## config.mk

```make
export PLATFORM = sky130hd
export DESIGN_NAME = ball_fall_ctrl
export DESIGN_NICKNAME = d
export VERILOG_FILES = /design/src/rtl/ball_fall_ctrl_pkg.sv /design/src/rtl/ball_fall_ctrl_fall_step.sv /design/src/rtl/ball_fall_ctrl.sv
export SDC_FILE = /design/constraint.sdc
export NUM_CORES = 1
export LEC_CHECK = 0
export BUFFER_PORTS_ARGS = -buffer_cell sky130_fd_sc_hd__buf_2
export CORE_MARGIN = 1
export CORE_UTILIZATION = 45
export CTS_CLUSTER_DIAMETER = 200
export CTS_CLUSTER_SIZE = 12
export DETAILED_ROUTE_END_ITERATION = 6
export PLACE_DENSITY = 0.64
export SYNTH_ARGS = -nofsm -noshare
export SYNTH_HDL_FRONTEND = slang
export SYNTH_SLANG_ARGS = --single-unit
```

## constraint.sdc

```tcl
create_clock -name i_clk -period 8.6 [get_ports i_clk]
set_input_delay 1.29 -clock i_clk [delete_from_list [all_inputs] [get_ports i_clk]]
set_output_delay 1.29 -clock i_clk [all_outputs]
set_load 0.005 [all_outputs]
```

## src/rtl/ball_fall_ctrl_pkg.sv

```systemverilog
// -----------------------------------------------------------------------------
// ball_fall_ctrl_pkg
//   Shared definitions for the ball-fall game-flow controller.
//   - POS_W   : width of every screen coordinate (x and y) in pixels.
//   - state_t : controller state encoding. The numeric values are visible on
//               o_state and are relied on by the UI and debug tools, so they
//               must not be renumbered.
// -----------------------------------------------------------------------------
package ball_fall_ctrl_pkg;

  localparam int POS_W = 10;

  typedef enum logic [2:0] {
    ST_IDLE         = 3'd0,
    ST_PLAYING      = 3'd1,
    ST_FALLING      = 3'd2,
    ST_RESPAWN_WAIT = 3'd3,
    ST_WON          = 3'd4,
    ST_GAME_OVER    = 3'd5
  } state_t;

endpackage

```

## src/rtl/ball_fall_ctrl_fall_step.sv

```systemverilog
// -----------------------------------------------------------------------------
// fall_step
//   Combinational single-axis convergence step used while the ball sinks into
//   a hole. The ball moves a quarter of the remaining distance per frame,
//   with a minimum of one pixel so it always lands exactly on the hole centre.
//
// Ports:
//   hole  in  POS_W  hole centre on this axis
//   cur   in  POS_W  current ball coordinate on this axis
//   next  out POS_W  coordinate after one frame step
// -----------------------------------------------------------------------------
module fall_step
  import ball_fall_ctrl_pkg::*;
(
  input  logic [POS_W-1:0] hole,
  input  logic [POS_W-1:0] cur,
  output logic [POS_W-1:0] next
);

  localparam logic signed [POS_W:0] ONE     = (POS_W+1)'(1);
  localparam logic signed [POS_W:0] MIN_ONE = {(POS_W+1){1'b1}};

  logic signed [POS_W:0] diff;
  logic signed [POS_W:0] step;
  logic signed [POS_W:0] sum;

  always_comb begin
    diff = $signed({1'b0, hole}) - $signed({1'b0, cur});
    // Arithmetic shift floors toward -inf, so only small positive distances
    // (1..3) collapse to zero; those still need a one-pixel nudge.
    step = diff >>> 2;
    if ((diff != '0) && (step == '0)) begin
      step = diff[POS_W] ? MIN_ONE : ONE;
    end
    // |step| never exceeds |diff|, so the sum stays inside 0..2**POS_W-1.
    sum  = $signed({1'b0, cur}) + step;
    next = sum[POS_W-1:0];
  end

endmodule

```

## src/rtl/ball_fall_ctrl.sv

```systemverilog
// -----------------------------------------------------------------------------
// ball_fall_ctrl
//   Game-flow controller sitting behind the hole-conflict detector. It gates
//   the detector/physics via o_is_game_playing, animates the ball sinking into
//   the hit hole (radius shrinks 1 px per frame while the centre converges on
//   the hole), then resolves win / lose-a-life-and-respawn / game over.
//
// Parameters:
//   RADIUS       full ball radius in pixels, also the fall length in frames
//   LIVES        lives loaded on (re)start, 1..3
//   HOLD_FRAMES  frames spent hidden before a respawn
//
// Ports:
//   i_clk, i_rst            clock, asynchronous active-high reset
//   i_frame_tick            one-cycle pulse per video frame
//   i_start                 start/restart request (IDLE, WON, GAME_OVER only)
//   i_win, i_fail           detector flags; win wins when both are high
//   i_pos_fall_x/y          centre of the hole that was hit
//   i_bl_x/y                live ball position from physics
//   i_bl_pos_initial_x/y    spawn position
//   o_is_game_playing       high in PLAYING only
//   o_ball_x/y              ball position for the renderer
//   o_ball_radius           drawn radius
//   o_ball_visible          renderer draws the ball
//   o_respawn               one-cycle pulse: physics reloads spawn position
//   o_lives                 remaining lives
//   o_game_won/o_game_over  high in WON / GAME_OVER
//   o_state                 state encoding (ball_fall_ctrl_pkg::state_t)
//
// Pulses: o_respawn is registered and high for exactly the first cycle spent
// in PLAYING; physics is expected to act on it at the following clock edge.
// -----------------------------------------------------------------------------
module ball_fall_ctrl
  import ball_fall_ctrl_pkg::*;
#(
  parameter int RADIUS      = 16,
  parameter int LIVES       = 3,
  parameter int HOLD_FRAMES = 60
) (
  input  logic             i_clk,
  input  logic             i_rst,
  input  logic             i_frame_tick,
  input  logic             i_start,
  input  logic             i_win,
  input  logic             i_fail,
  input  logic [POS_W-1:0] i_pos_fall_x,
  input  logic [POS_W-1:0] i_pos_fall_y,
  input  logic [POS_W-1:0] i_bl_x,
  input  logic [POS_W-1:0] i_bl_y,
  input  logic [POS_W-1:0] i_bl_pos_initial_x,
  input  logic [POS_W-1:0] i_bl_pos_initial_y,
  output logic             o_is_game_playing,
  output logic [POS_W-1:0] o_ball_x,
  output logic [POS_W-1:0] o_ball_y,
  output logic [4:0]       o_ball_radius,
  output logic             o_ball_visible,
  output logic             o_respawn,
  output logic [1:0]       o_lives,
  output logic             o_game_won,
  output logic             o_game_over,
  output logic [2:0]       o_state
);

  localparam int                HOLD_W    = $clog2(HOLD_FRAMES + 1);
  localparam logic [4:0]        RADIUS_V  = 5'(RADIUS);
  localparam logic [1:0]        LIVES_V   = 2'(LIVES);
  localparam logic [HOLD_W-1:0] HOLD_LAST = HOLD_W'(HOLD_FRAMES - 1);

  // ---------------------------------------------------------------------------
  // Registered state
  // ---------------------------------------------------------------------------
  state_t            state_q,   state_d;
  logic [1:0]        lives_q,   lives_d;
  logic [4:0]        radius_q,  radius_d;
  logic              visible_q, visible_d;
  logic              respawn_q, respawn_d;
  // guard_q marks the first cycle in PLAYING: the detector's registered flags
  // may still reflect the previous ball position, so they are not trusted yet.
  logic              guard_q,   guard_d;
  logic              kind_win_q, kind_win_d;
  logic [HOLD_W-1:0] hold_q,    hold_d;
  logic [POS_W-1:0]  cur_x_q,   cur_x_d;
  logic [POS_W-1:0]  cur_y_q,   cur_y_d;
  logic [POS_W-1:0]  hole_x_q,  hole_x_d;
  logic [POS_W-1:0]  hole_y_q,  hole_y_d;

  logic [POS_W-1:0]  step_x;
  logic [POS_W-1:0]  step_y;

  fall_step u_step_x (
    .hole (hole_x_q),
    .cur  (cur_x_q),
    .next (step_x)
  );

  fall_step u_step_y (
    .hole (hole_y_q),
    .cur  (cur_y_q),
    .next (step_y)
  );

  // ---------------------------------------------------------------------------
  // State register
  // ---------------------------------------------------------------------------
  always_ff @(posedge i_clk or posedge i_rst) begin
    if (i_rst) begin
      state_q    <= ST_IDLE;
      lives_q    <= LIVES_V;
      radius_q   <= RADIUS_V;
      visible_q  <= 1'b1;
      respawn_q  <= 1'b0;
      guard_q    <= 1'b0;
      kind_win_q <= 1'b0;
      hold_q     <= '0;
      cur_x_q    <= '0;
      cur_y_q    <= '0;
      hole_x_q   <= '0;
      hole_y_q   <= '0;
    end else begin
      state_q    <= state_d;
      lives_q    <= lives_d;
      radius_q   <= radius_d;
      visible_q  <= visible_d;
      respawn_q  <= respawn_d;
      guard_q    <= guard_d;
      kind_win_q <= kind_win_d;
      hold_q     <= hold_d;
      cur_x_q    <= cur_x_d;
      cur_y_q    <= cur_y_d;
      hole_x_q   <= hole_x_d;
      hole_y_q   <= hole_y_d;
    end
  end

  // ---------------------------------------------------------------------------
  // Next-state logic
  // ---------------------------------------------------------------------------
  always_comb begin
    state_d    = state_q;
    lives_d    = lives_q;
    radius_d   = radius_q;
    visible_d  = visible_q;
    respawn_d  = 1'b0;
    guard_d    = 1'b0;
    kind_win_d = kind_win_q;
    hold_d     = hold_q;
    cur_x_d    = cur_x_q;
    cur_y_d    = cur_y_q;
    hole_x_d   = hole_x_q;
    hole_y_d   = hole_y_q;

    case (state_q)
      ST_IDLE, ST_WON, ST_GAME_OVER: begin
        if (i_start) begin
          lives_d   = LIVES_V;
          radius_d  = RADIUS_V;
          visible_d = 1'b1;
          respawn_d = 1'b1;
          guard_d   = 1'b1;
          state_d   = ST_PLAYING;
        end
      end

      ST_PLAYING: begin
        if (!guard_q && (i_win || i_fail)) begin
          hole_x_d   = i_pos_fall_x;
          hole_y_d   = i_pos_fall_y;
          cur_x_d    = i_bl_x;
          cur_y_d    = i_bl_y;
          kind_win_d = i_win;
          state_d    = ST_FALLING;
        end
      end

      ST_FALLING: begin
        if (i_frame_tick) begin
          radius_d = radius_q - 5'd1;
          cur_x_d  = step_x;
          cur_y_d  = step_y;
          // This tick takes the radius to zero: the ball has vanished.
          if (radius_q <= 5'd1) begin
            radius_d  = '0;
            visible_d = 1'b0;
            if (kind_win_q) begin
              state_d = ST_WON;
            end else if (lives_q > 2'd1) begin
              lives_d = lives_q - 2'd1;
              hold_d  = '0;
              state_d = ST_RESPAWN_WAIT;
            end else begin
              lives_d = '0;
              state_d = ST_GAME_OVER;
            end
          end
        end
      end

      ST_RESPAWN_WAIT: begin
        if (i_frame_tick) begin
          if (hold_q == HOLD_LAST) begin
            radius_d  = RADIUS_V;
            visible_d = 1'b1;
            respawn_d = 1'b1;
            guard_d   = 1'b1;
            state_d   = ST_PLAYING;
          end else begin
            hold_d = hold_q + HOLD_W'(1);
          end
        end
      end

      default: begin
        state_d = ST_IDLE;
      end
    endcase
  end

  // ---------------------------------------------------------------------------
  // Outputs
  // ---------------------------------------------------------------------------
  always_comb begin
    o_ball_x = cur_x_q;
    o_ball_y = cur_y_q;
    case (state_q)
      ST_IDLE: begin
        o_ball_x = i_bl_pos_initial_x;
        o_ball_y = i_bl_pos_initial_y;
      end
      ST_PLAYING: begin
        // Physics reloads the spawn point one edge after o_respawn, so the
        // guard cycle shows the spawn point directly.
        if (guard_q) begin
          o_ball_x = i_bl_pos_initial_x;
          o_ball_y = i_bl_pos_initial_y;
        end else begin
          o_ball_x = i_bl_x;
          o_ball_y = i_bl_y;
        end
      end
      default: begin
        o_ball_x = cur_x_q;
        o_ball_y = cur_y_q;
      end
    endcase
  end

  assign o_is_game_playing = (state_q == ST_PLAYING);
  assign o_ball_radius     = radius_q;
  assign o_ball_visible    = visible_q;
  assign o_respawn         = respawn_q;
  assign o_lives           = lives_q;
  assign o_game_won        = (state_q == ST_WON);
  assign o_game_over       = (state_q == ST_GAME_OVER);
  assign o_state           = state_q;

endmodule

```

==> reports/metrics.yaml, run 1 <==
cts_made_buffers: 9
ys.flop_type: "dfrtp_1"
drc: 0
grt_overflow: 0
diodes: 0
dr.pass1.iters: 4
fin_skew_ns: 0.00757
pin_count: 101
clock-sinks: 59
tns_ns: 0
wl_met1_mm: 5.65
critPathBufInv: 2
die_width_um: 105
max-slew-margin-rel: 0.401
drv_cap: 0
cp_slowest_stage_delay_ns: 0.41
critPathKind: "flip-flop to flip-flop"
drive_gt1_frac: 0.210
dp_worst_setup_slack_ns: 4.18
cts_resized: 0
worst_slew_pin_slew_ns: 0.895
required_ns: 8.87
arrival_ns: 4.75
met3_length_um: 690
period_share: 0.520
async_reset_ff_frac: 1.00
synthesis.instances: 564
hold_buffers: 0
synth.top_cell.area_share: 0.286
yosysWarningCount: 0
route.met2.wl_mm: 5.51
insertion_delay_ns: 0.34
clkTransAtPathRegs_ns: 0.07
cts_tree: "yes"
slowest_stage: "dfrtp_1"
postCtsSetupRepairBufs: 0
num_rows: 37
io_buffers: 100
final_hold_viol_count: 0
grt_pass1_wl_mm: 20.7
endpoint_kind: "flip-flop"
vias: 4420
critPathTopFamily: "compound AO/OA/AOI/OAI gates"
synth_commonest_cells: "nand2_1, dfrtp_1, ha_1"
initial_core_util: 0.466
synth-seq-cells: 59
drt_iter0_drc: 208
synth_area_sq_mm: 0.00481
fill_cells: 939
h-tree-depth: 3
min_period_ns: 4.47
avgSynthCellArea_sq_um: 8.53
rsz0062_at_grt: "false"
ys_seq_area_frac: 0.308
setup-violations-final: 0
dr.max_layer_used: "met4"
die_y_um: 105
min_path_type: "flip-flop to flip-flop"
synth_edf_count: 0
path_max_fanout: 4
via_per_inst: 5.53
post-dp-hpwl_mm: 8.91
yosysMostFrequentCell: "nand2_1"
status: "completed"
avgRoutedWirePerCell_um: 15.1
gp_congestion: 0.858
coreArea_sq_mm: 0.0103
final_max_slew_viol_count: 0
synth_cell_types: 57
grt_pass1_vias: 4370
cts-root-buf: "clkbuf_8"
clk_path_buf_depth: 2
grt_use_total: 0.232
grt_max_degree: 60
antenna_found_initial: 0
area_delta_synth_final_pct: 17.9
cp-start-kind: "flip-flop"
fmax_mhz: 224
layout.nets: 769
die_area_sq_mm: 0.0111
setup_ws_ns: 4.13
ant_nets: 0
yosys.area.top_type: "dfrtp_1"
synth_area_leaders: "dfrtp_1, ha_1, nand2_1"
synthesis.nets: 675
worstPathCellList: "ha_1 -> inv_1 -> fa_1 -> a211o_1 -> a21oi_1 -> o2bb2ai_1 -> xnor2_1 -> or3_1 -> o41ai_2 -> ha_1 -> inv_1 -> fa_1 -> nor2b_1 -> o21ai_1 -> a21boi_1 -> o21ai_1 -> a211o_1 -> or4_1 -> nand3_1"
postRouteWirelength_mm: 12.0
final cells by class:
type / count / area [sq um] / share of cell area
Clock inverter: 4 / 72.6 / 0.0128
Sequential cell: 59 / 1480 / 0.261
Inverter: 38 / 143 / 0.0251
Tap cell: 136 / 170 / 0.0300
Multi-Input combinational cell: 444 / 3100 / 0.547
Timing Repair Buffer: 106 / 546 / 0.0962
Clock buffer: 12 / 155 / 0.0274
flip-flops by register name, summed over array words and instances, names as in the netlist:
| name | count |
|---|---|
| cur_y_q | 10 |
| hold_q | 6 |
| cur_x_q | 10 |
| o_state | 3 |
| guard_q | 1 |
| o_lives | 2 |
| kind_win_q | 1 |
| hole_x_q | 10 |
| o_ball_visible | 1 |
| hole_y_q | 10 |
| o_ball_radius | 5 |
stage by stage:
step                utilization  cells  hold WS [ns]  instance area, sq um
global route              0.549    799         0.516                  5670
CTS                       0.549    799         0.491                  5670
finish                    0.549    799         0.495                  5670
floorplan                     -    564         0.448                  4810
detailed placement        0.527    783         0.477                  5440
global placement          0.527    783         0.471                  5440
metal layers:
metal	GRT usage	up-vias
met5	0	-
met4	0.0966	0
met3	0.0291	15
met2	0.381	135
met1	0.309	2076
li1	-	2194
cell families (layout without fill, tap and decap cells):
logic type      after synthesis  in the layout  share of synthesized area
compound gates              168            168                      0.221
fa+ha+maj                    45             45                      0.123
flops                        59             59                      0.308
mux                          40             40                     0.0881
buf+inv                      61            160                     0.0489
simple gates                168            168                      0.169
xor+xnor                     23             23                     0.0419
worst paths after layout:
path                                    startpoint  cells after the start                           end  slack [ns]
setup / recovery            cur_y_q[0]$_DFFE_PP0P_                     19        cur_y_q[8]$_DFFE_PP0P_        4.13
max in group asynchronous                    i_rst                      3        cur_x_q[4]$_DFFE_PP0P_        6.93
setup reg to reg            cur_y_q[0]$_DFFE_PP0P_                     19        cur_y_q[8]$_DFFE_PP0P_        4.13
hold / removal             hole_x_q[8]$_DFFE_PP0P_                      1       hole_x_q[8]$_DFFE_PP0P_        0.50
hold reg to reg            hole_x_q[8]$_DFFE_PP0P_                      1       hole_x_q[8]$_DFFE_PP0P_        0.50
min in group asynchronous                    i_rst                      3  o_ball_radius[0]$_DFFE_PP0P_        1.13
layout by cell type, fill, tap and decap left out, types with 19 or more instances in the layout:
cell type	n
o21ai_0	34
ha_1	41
nand2_1	61
mux2_1	19
buf_2	100
a21oi_1	34
nor2_1	31
o21ai_1	26
dfrtp_1	55
mux2i_1	21
inv_1	36
Power of run 1 is not shown: default switching activity piles up to over one toggle a cycle in this logic, so the estimate is an artifact.
==> inputs of run 2 (changes only) <==
==> constraint.sdc (replaced) <==
create_clock -name i_clk -period 4.2 [get_ports i_clk]
set_input_delay 0.63 -clock i_clk [delete_from_list [all_inputs] [get_ports i_clk]]
set_output_delay 0.63 -clock i_clk [all_outputs]
set_load 0.005 [all_outputs]
==> run 2 against run 1 <==
Against the previous run: the flow now finishes with violations (negative setup slack); global-route usage grew 1.6 points; utilization is 6.0 points higher; final area rose by 11%; non-clock buffer count is 55 higher; sequential share of layout area is 2.6 points lower; count of clock-buffer cells in the layout is 1 higher; sequential cell count unchanged; critical path depth rose by 1; first-iteration DRC count is 2.9% lower; cell count up 6.9%; clock skew grew 0.0035 ns; critical endpoint unchanged.
==> reports/metrics.yaml, run 2 (synthesis results as in run 1) <==
vias: 4672
diodes: 0
avgRoutedWirePerCell_um: 15.6
dp_worst_setup_slack_ns: -0.189
min_period_ns: 4.34
clkTransAtPathRegs_ns: 0.07
cts-root-buf: "clkbuf_8"
drv_cap: 0
worstPathCellList: "inv_2 -> ha_4 -> inv_2 -> fa_2 -> a211o_1 -> a21oi_4 -> o2bb2ai_4 -> xnor2_2 -> or3_1 -> o41ai_2 -> ha_2 -> inv_2 -> fa_2 -> nor2b_4 -> o21ai_2 -> a21boi_2 -> o21ai_2 -> a211o_1 -> or4_1 -> nand3_1"
fin_area_sq_mm: 0.00629
coreArea_sq_mm: 0.0103
worst_slew_pin_slew_ns: 1.16
h-tree-depth: 3
io_buffers: 100
antenna_found_initial: 0
layout.nets: 824
via_per_inst: 5.47
drc: 0
pin_count: 101
dp.cells: 815
drt_iter0_drc: 202
die_area_sq_mm: 0.0111
grt_pass1_wl_mm: 21.7
grt_pass1_vias: 4477
final_max_slew_viol_count: 0
setup_ws_ns: -0.136
area_delta_synth_final_pct: 30.7
drive_gt1_frac: 0.320
arrival_ns: 4.63
num_rows: 37
gp_congestion: 0.845
cts_tree: "yes"
max-slew-margin-rel: 0.229
layout_common_cells: "buf_2, nand2_1, buf_4"
grt_overflow: 0
grt_max_degree: 43
fin_skew_ns: 0.0110
cp-start-kind: "flip-flop"
path_max_fanout: 3
clock-sinks: 59
cp_slowest_stage_delay_ns: 0.40
post-dp-hpwl_mm: 9.51
die_width_um: 105
grt_use_total: 0.248
ant_nets: 0
rsz0062_at_grt: "true"
initial_core_util: 0.466
postRouteWirelength_mm: 13.3
stdcell_count: 854
min_path_type: "input pin to asynchronous set/reset pin"
period_share: 1.03
dr.pass1.iters: 5
cts_made_buffers: 9
dpl_cell_area_sq_mm: 0.00568
fmax_mhz: 231
insertion_delay_ns: 0.36
die_y_um: 105
violations: "negative setup slack"
clk_path_buf_depth: 2
endpoint_kind: "flip-flop"
required_ns: 4.49
slowest_stage: "or4_1"
final_hold_viol_count: 0
crit_top_cell: "inv_2"
status: "complete, but fails checks"
setup-violations-final: 2
critPathKind: "flip-flop to flip-flop"
final_common_cell: "buf_2"
run 2: cell count changes in the layout (fill, tap and decap cells not counted), sizes merged:
cell      change
clkinvlp      -1
bufinv        -1
clkinv        +1
clkbuf        +1
buf          +55
run 2: timing repair:
| item | in CTS | in global routing |
|---|---|---|
| hold buffers | 0 | 0 |
| setup endpoints to repair | 2 | 9 |
| buffers inserted | 20 | 9 |
| pin swaps | 12 | 24 |
| resized for setup | 7 | 45 |
run 2: critical path: cells and delay by family, from the launching register on:
| family | cells | cell delay (ns) |
|---|---|---|
| buf+inv | 3 | 0.14 |
| flops | 1 | 0.37 |
| fa+ha+maj | 4 | 1.07 |
| xor+xnor | 1 | 0.09 |
| compound gates | 8 | 1.63 |
| simple gates | 4 | 0.97 |
run 2: through the flow:
stage	hold slack (ns)	utilization	setup TNS, ns
global route	0.478	0.609	-1.07
floorplan	0.448	-	0
detailed placement	0.476	0.551	-0.321
global placement	0.466	0.551	-0.0860
CTS	0.471	0.587	-0.219
finish	0.482	0.609	-0.230
run 2: final timing paths:
kind	depth (start not counted)	slack (ns)	start	to
min	2	0.48	i_rst	o_ball_radius[0]$_DFFE_PP0P_
min in group i_clk	2	0.49	i_pos_fall_y[5]	hole_y_q[5]$_DFFE_PP0P_
max	20	-0.14	hole_y_q[0]$_DFFE_PP0P_	cur_y_q[8]$_DFFE_PP0P_
min reg2reg	1	0.49	hold_q[5]$_DFFE_PP0P_	hold_q[5]$_DFFE_PP0P_
max in group asynchronous	3	2.91	i_rst	hole_x_q[2]$_DFFE_PP0P_
max reg2reg	20	-0.14	hole_y_q[0]$_DFFE_PP0P_	cur_y_q[8]$_DFFE_PP0P_
run 2: final cells by class:
| type | count | area (sq um) |
|---|---|---|
| multi-input combinational | 444 | 3330 |
| sequential | 59 | 1480 |
| timing repair buffer | 161 | 977 |
| clock inverter | 3 | 40.0 |
| clock buffer | 13 | 149 |
| fill | 918 | 4030 |
| inverter | 38 | 143 |
| tap | 136 | 170 |
run 2: routing by layer:
metal | global-route usage | routed length [um] | vias up
li1 | - | - | 2303
met1 | 0.332 | 6080 | 2212
met2 | 0.401 | 6220 | 136
met3 | 0.0433 | 795 | 21
met4 | 0.0905 | 241 | 0
met5 | 0 | 0 | -
Power of run 2 is left out for the same reason.
==> inputs of run 3 (changes only) <==
--- a/config.mk
+++ b/config.mk
@@ -6,7 +6,7 @@
 export NUM_CORES = 1
 export LEC_CHECK = 0
 export BUFFER_PORTS_ARGS = -buffer_cell sky130_fd_sc_hd__buf_2
-export CORE_MARGIN = 1
+export CORE_MARGIN = 1.5
 export CORE_UTILIZATION = 45
 export CTS_CLUSTER_DIAMETER = 200
 export CTS_CLUSTER_SIZE = 12
==> run 3 against run 2 <==
Against the previous run: cell count grew 0.70%; the flow still finishes with violations (negative setup slack); fmax shrank 1.5%; critical path type unchanged; via count hardly changed; sequential cell count unchanged; critical path depth is the same; hold slack lost 0.0096 ns; utilization is 0.066 points higher.
==> reports/metrics.yaml, run 3 (synthesis results as in run 1) <==
status: "complete, but fails checks"
violations: "negative setup slack"
layout.nets: 830
critPathBufInv: 3
die_width_um: 106
postRouteWirelength_mm: 13.4
rr_endpoint: "cur_y_q[8]$_DFFE_PP0P_"
reg2regPathDepth: 20
pin_count: 101
period_share: 1.05
ant_nets: 0
min_period_ns: 4.40
path_max_fanout: 2
final_max_slew_viol_count: 0
drv_cap: 0
die_y_um: 106
critPathKind: "flip-flop to flip-flop"
fin_skew_ns: 0.00738
antenna_found_initial: 0
hold_buffers: 0
cts_tree: "yes"
rsz0062_at_grt: "true"
diodes: 0
critPathTopFamily: "compound AO/OA/AOI/OAI gates"
cp-start-kind: "flip-flop"
area_delta_synth_final_pct: 31.5
die_area_sq_mm: 0.0113
setup_ws_ns: -0.204
max-slew-margin-rel: 0.222
io_buffers: 100
dr.pass1.iters: 4
vias: 4669
fill_cells: 923
drc: 0
worst_slew_pin_slew_ns: 1.17
grt_max_degree: 41
coreArea_sq_mm: 0.0104
endpoint_kind: "flip-flop"
tns_ns: -0.439
post-dp-hpwl_mm: 9.59
clkTransAtPathRegs_ns: 0.07
fmax_mhz: 227
via_per_inst: 5.43
final_common_cell: "buf_2"
setup-violations-final: 3
slowest_stage: "or4_4"
reg2reg_setup_slack_ns: -0.20
cp_slowest_stage_delay_ns: 0.55
final_hold_viol_count: 0
grt_pass1_wl_mm: 22.1
avgRoutedWirePerCell_um: 15.6
h-tree-depth: 3
reg2reg_from: "cur_y_q[0]$_DFFE_PP0P_"
arrival_ns: 4.68
required_ns: 4.47
clk_path_buf_depth: 2
drt_iter0_drc: 182
grt_overflow: 0
layout_common_cells: "buf_2, buf_4, nand2_1"
gp_congestion: 0.901
worstPathCellList: "ha_2 -> inv_2 -> fa_2 -> a211o_1 -> a21oi_2 -> o2bb2ai_2 -> buf_4 -> o21a_1 -> or4_4 -> o41ai_4 -> ha_2 -> inv_2 -> fa_2 -> nor2b_4 -> o21ai_2 -> a21boi_2 -> o21ai_2 -> a211o_1 -> or4_1 -> nand3_1"
grt_use_total: 0.243
cts_made_buffers: 9
cts-root-buf: "clkbuf_8"
insertion_delay_ns: 0.34
initial_core_util: 0.464
num_rows: 37
min_path_type: "input pin to asynchronous set/reset pin"
grt_pass1_vias: 4657
drive_gt1_frac: 0.336
clock-sinks: 59
## run 3: routing by layer
metal / share of wire / GRT usage / vias up
met4: 0.014 / 0.0705 / 0
met1: 0.48 / 0.331 / 2199
met5: 0 / 0 / -
li1: - / - / 2322
met3: 0.047 / 0.0399 / 15
met2: 0.46 / 0.397 / 133
## run 3: cell type report
cell class                      instances  area, sq um  area share
Clock inverter                          5         52.6     0.00831
Tap cell                              136          170      0.0269
Multi-Input combinational cell        444         3330       0.526
Inverter                               38          143      0.0225
Timing Repair Buffer                  167         1010       0.160
Clock buffer                           11          141      0.0223
Sequential cell                        59         1480       0.234
## run 3: worst max path at each step
stage	end	start	cells after the start	slack, ns
global placement	cur_y_q[8]$_DFFE_PP0P_	hole_y_q[0]$_DFFE_PP0P_	20	-0.08
CTS	cur_x_q[8]$_DFFE_PP0P_	hole_x_q[0]$_DFFE_PP0P_	20	-0.17
detailed placement	cur_y_q[8]$_DFFE_PP0P_	hole_y_q[0]$_DFFE_PP0P_	20	-0.20
floorplan	cur_y_q[8]$_DFFE_PP0P_	hole_y_q[0]$_DFFE_PP0P_	19	0.08
global route	cur_y_q[8]$_DFFE_PP0P_	cur_y_q[0]$_DFFE_PP0P_	20	-0.37
finish	cur_y_q[8]$_DFFE_PP0P_	cur_y_q[0]$_DFFE_PP0P_	20	-0.20
## run 3: timing repair
action,CTS,global route
setup buffers,23,8
setup endpoints to repair,5,12
resized for setup,11,43
pin swaps,10,37
## run 3: metrics by stage
stage	worst slack, ns	hold slack, ns	util	cells	cell area, sq um
after floorplan	0.0795	0.448	-	564	4810
after global placement	-0.0819	0.468	0.552	821	5730
after detailed placement	-0.203	0.482	0.552	821	5730
after CTS	-0.174	0.492	0.591	860	6130
after global routing	-0.375	0.489	0.610	860	6330
final	-0.204	0.473	0.610	860	6330
Power of run 3 is left out for the same reason.
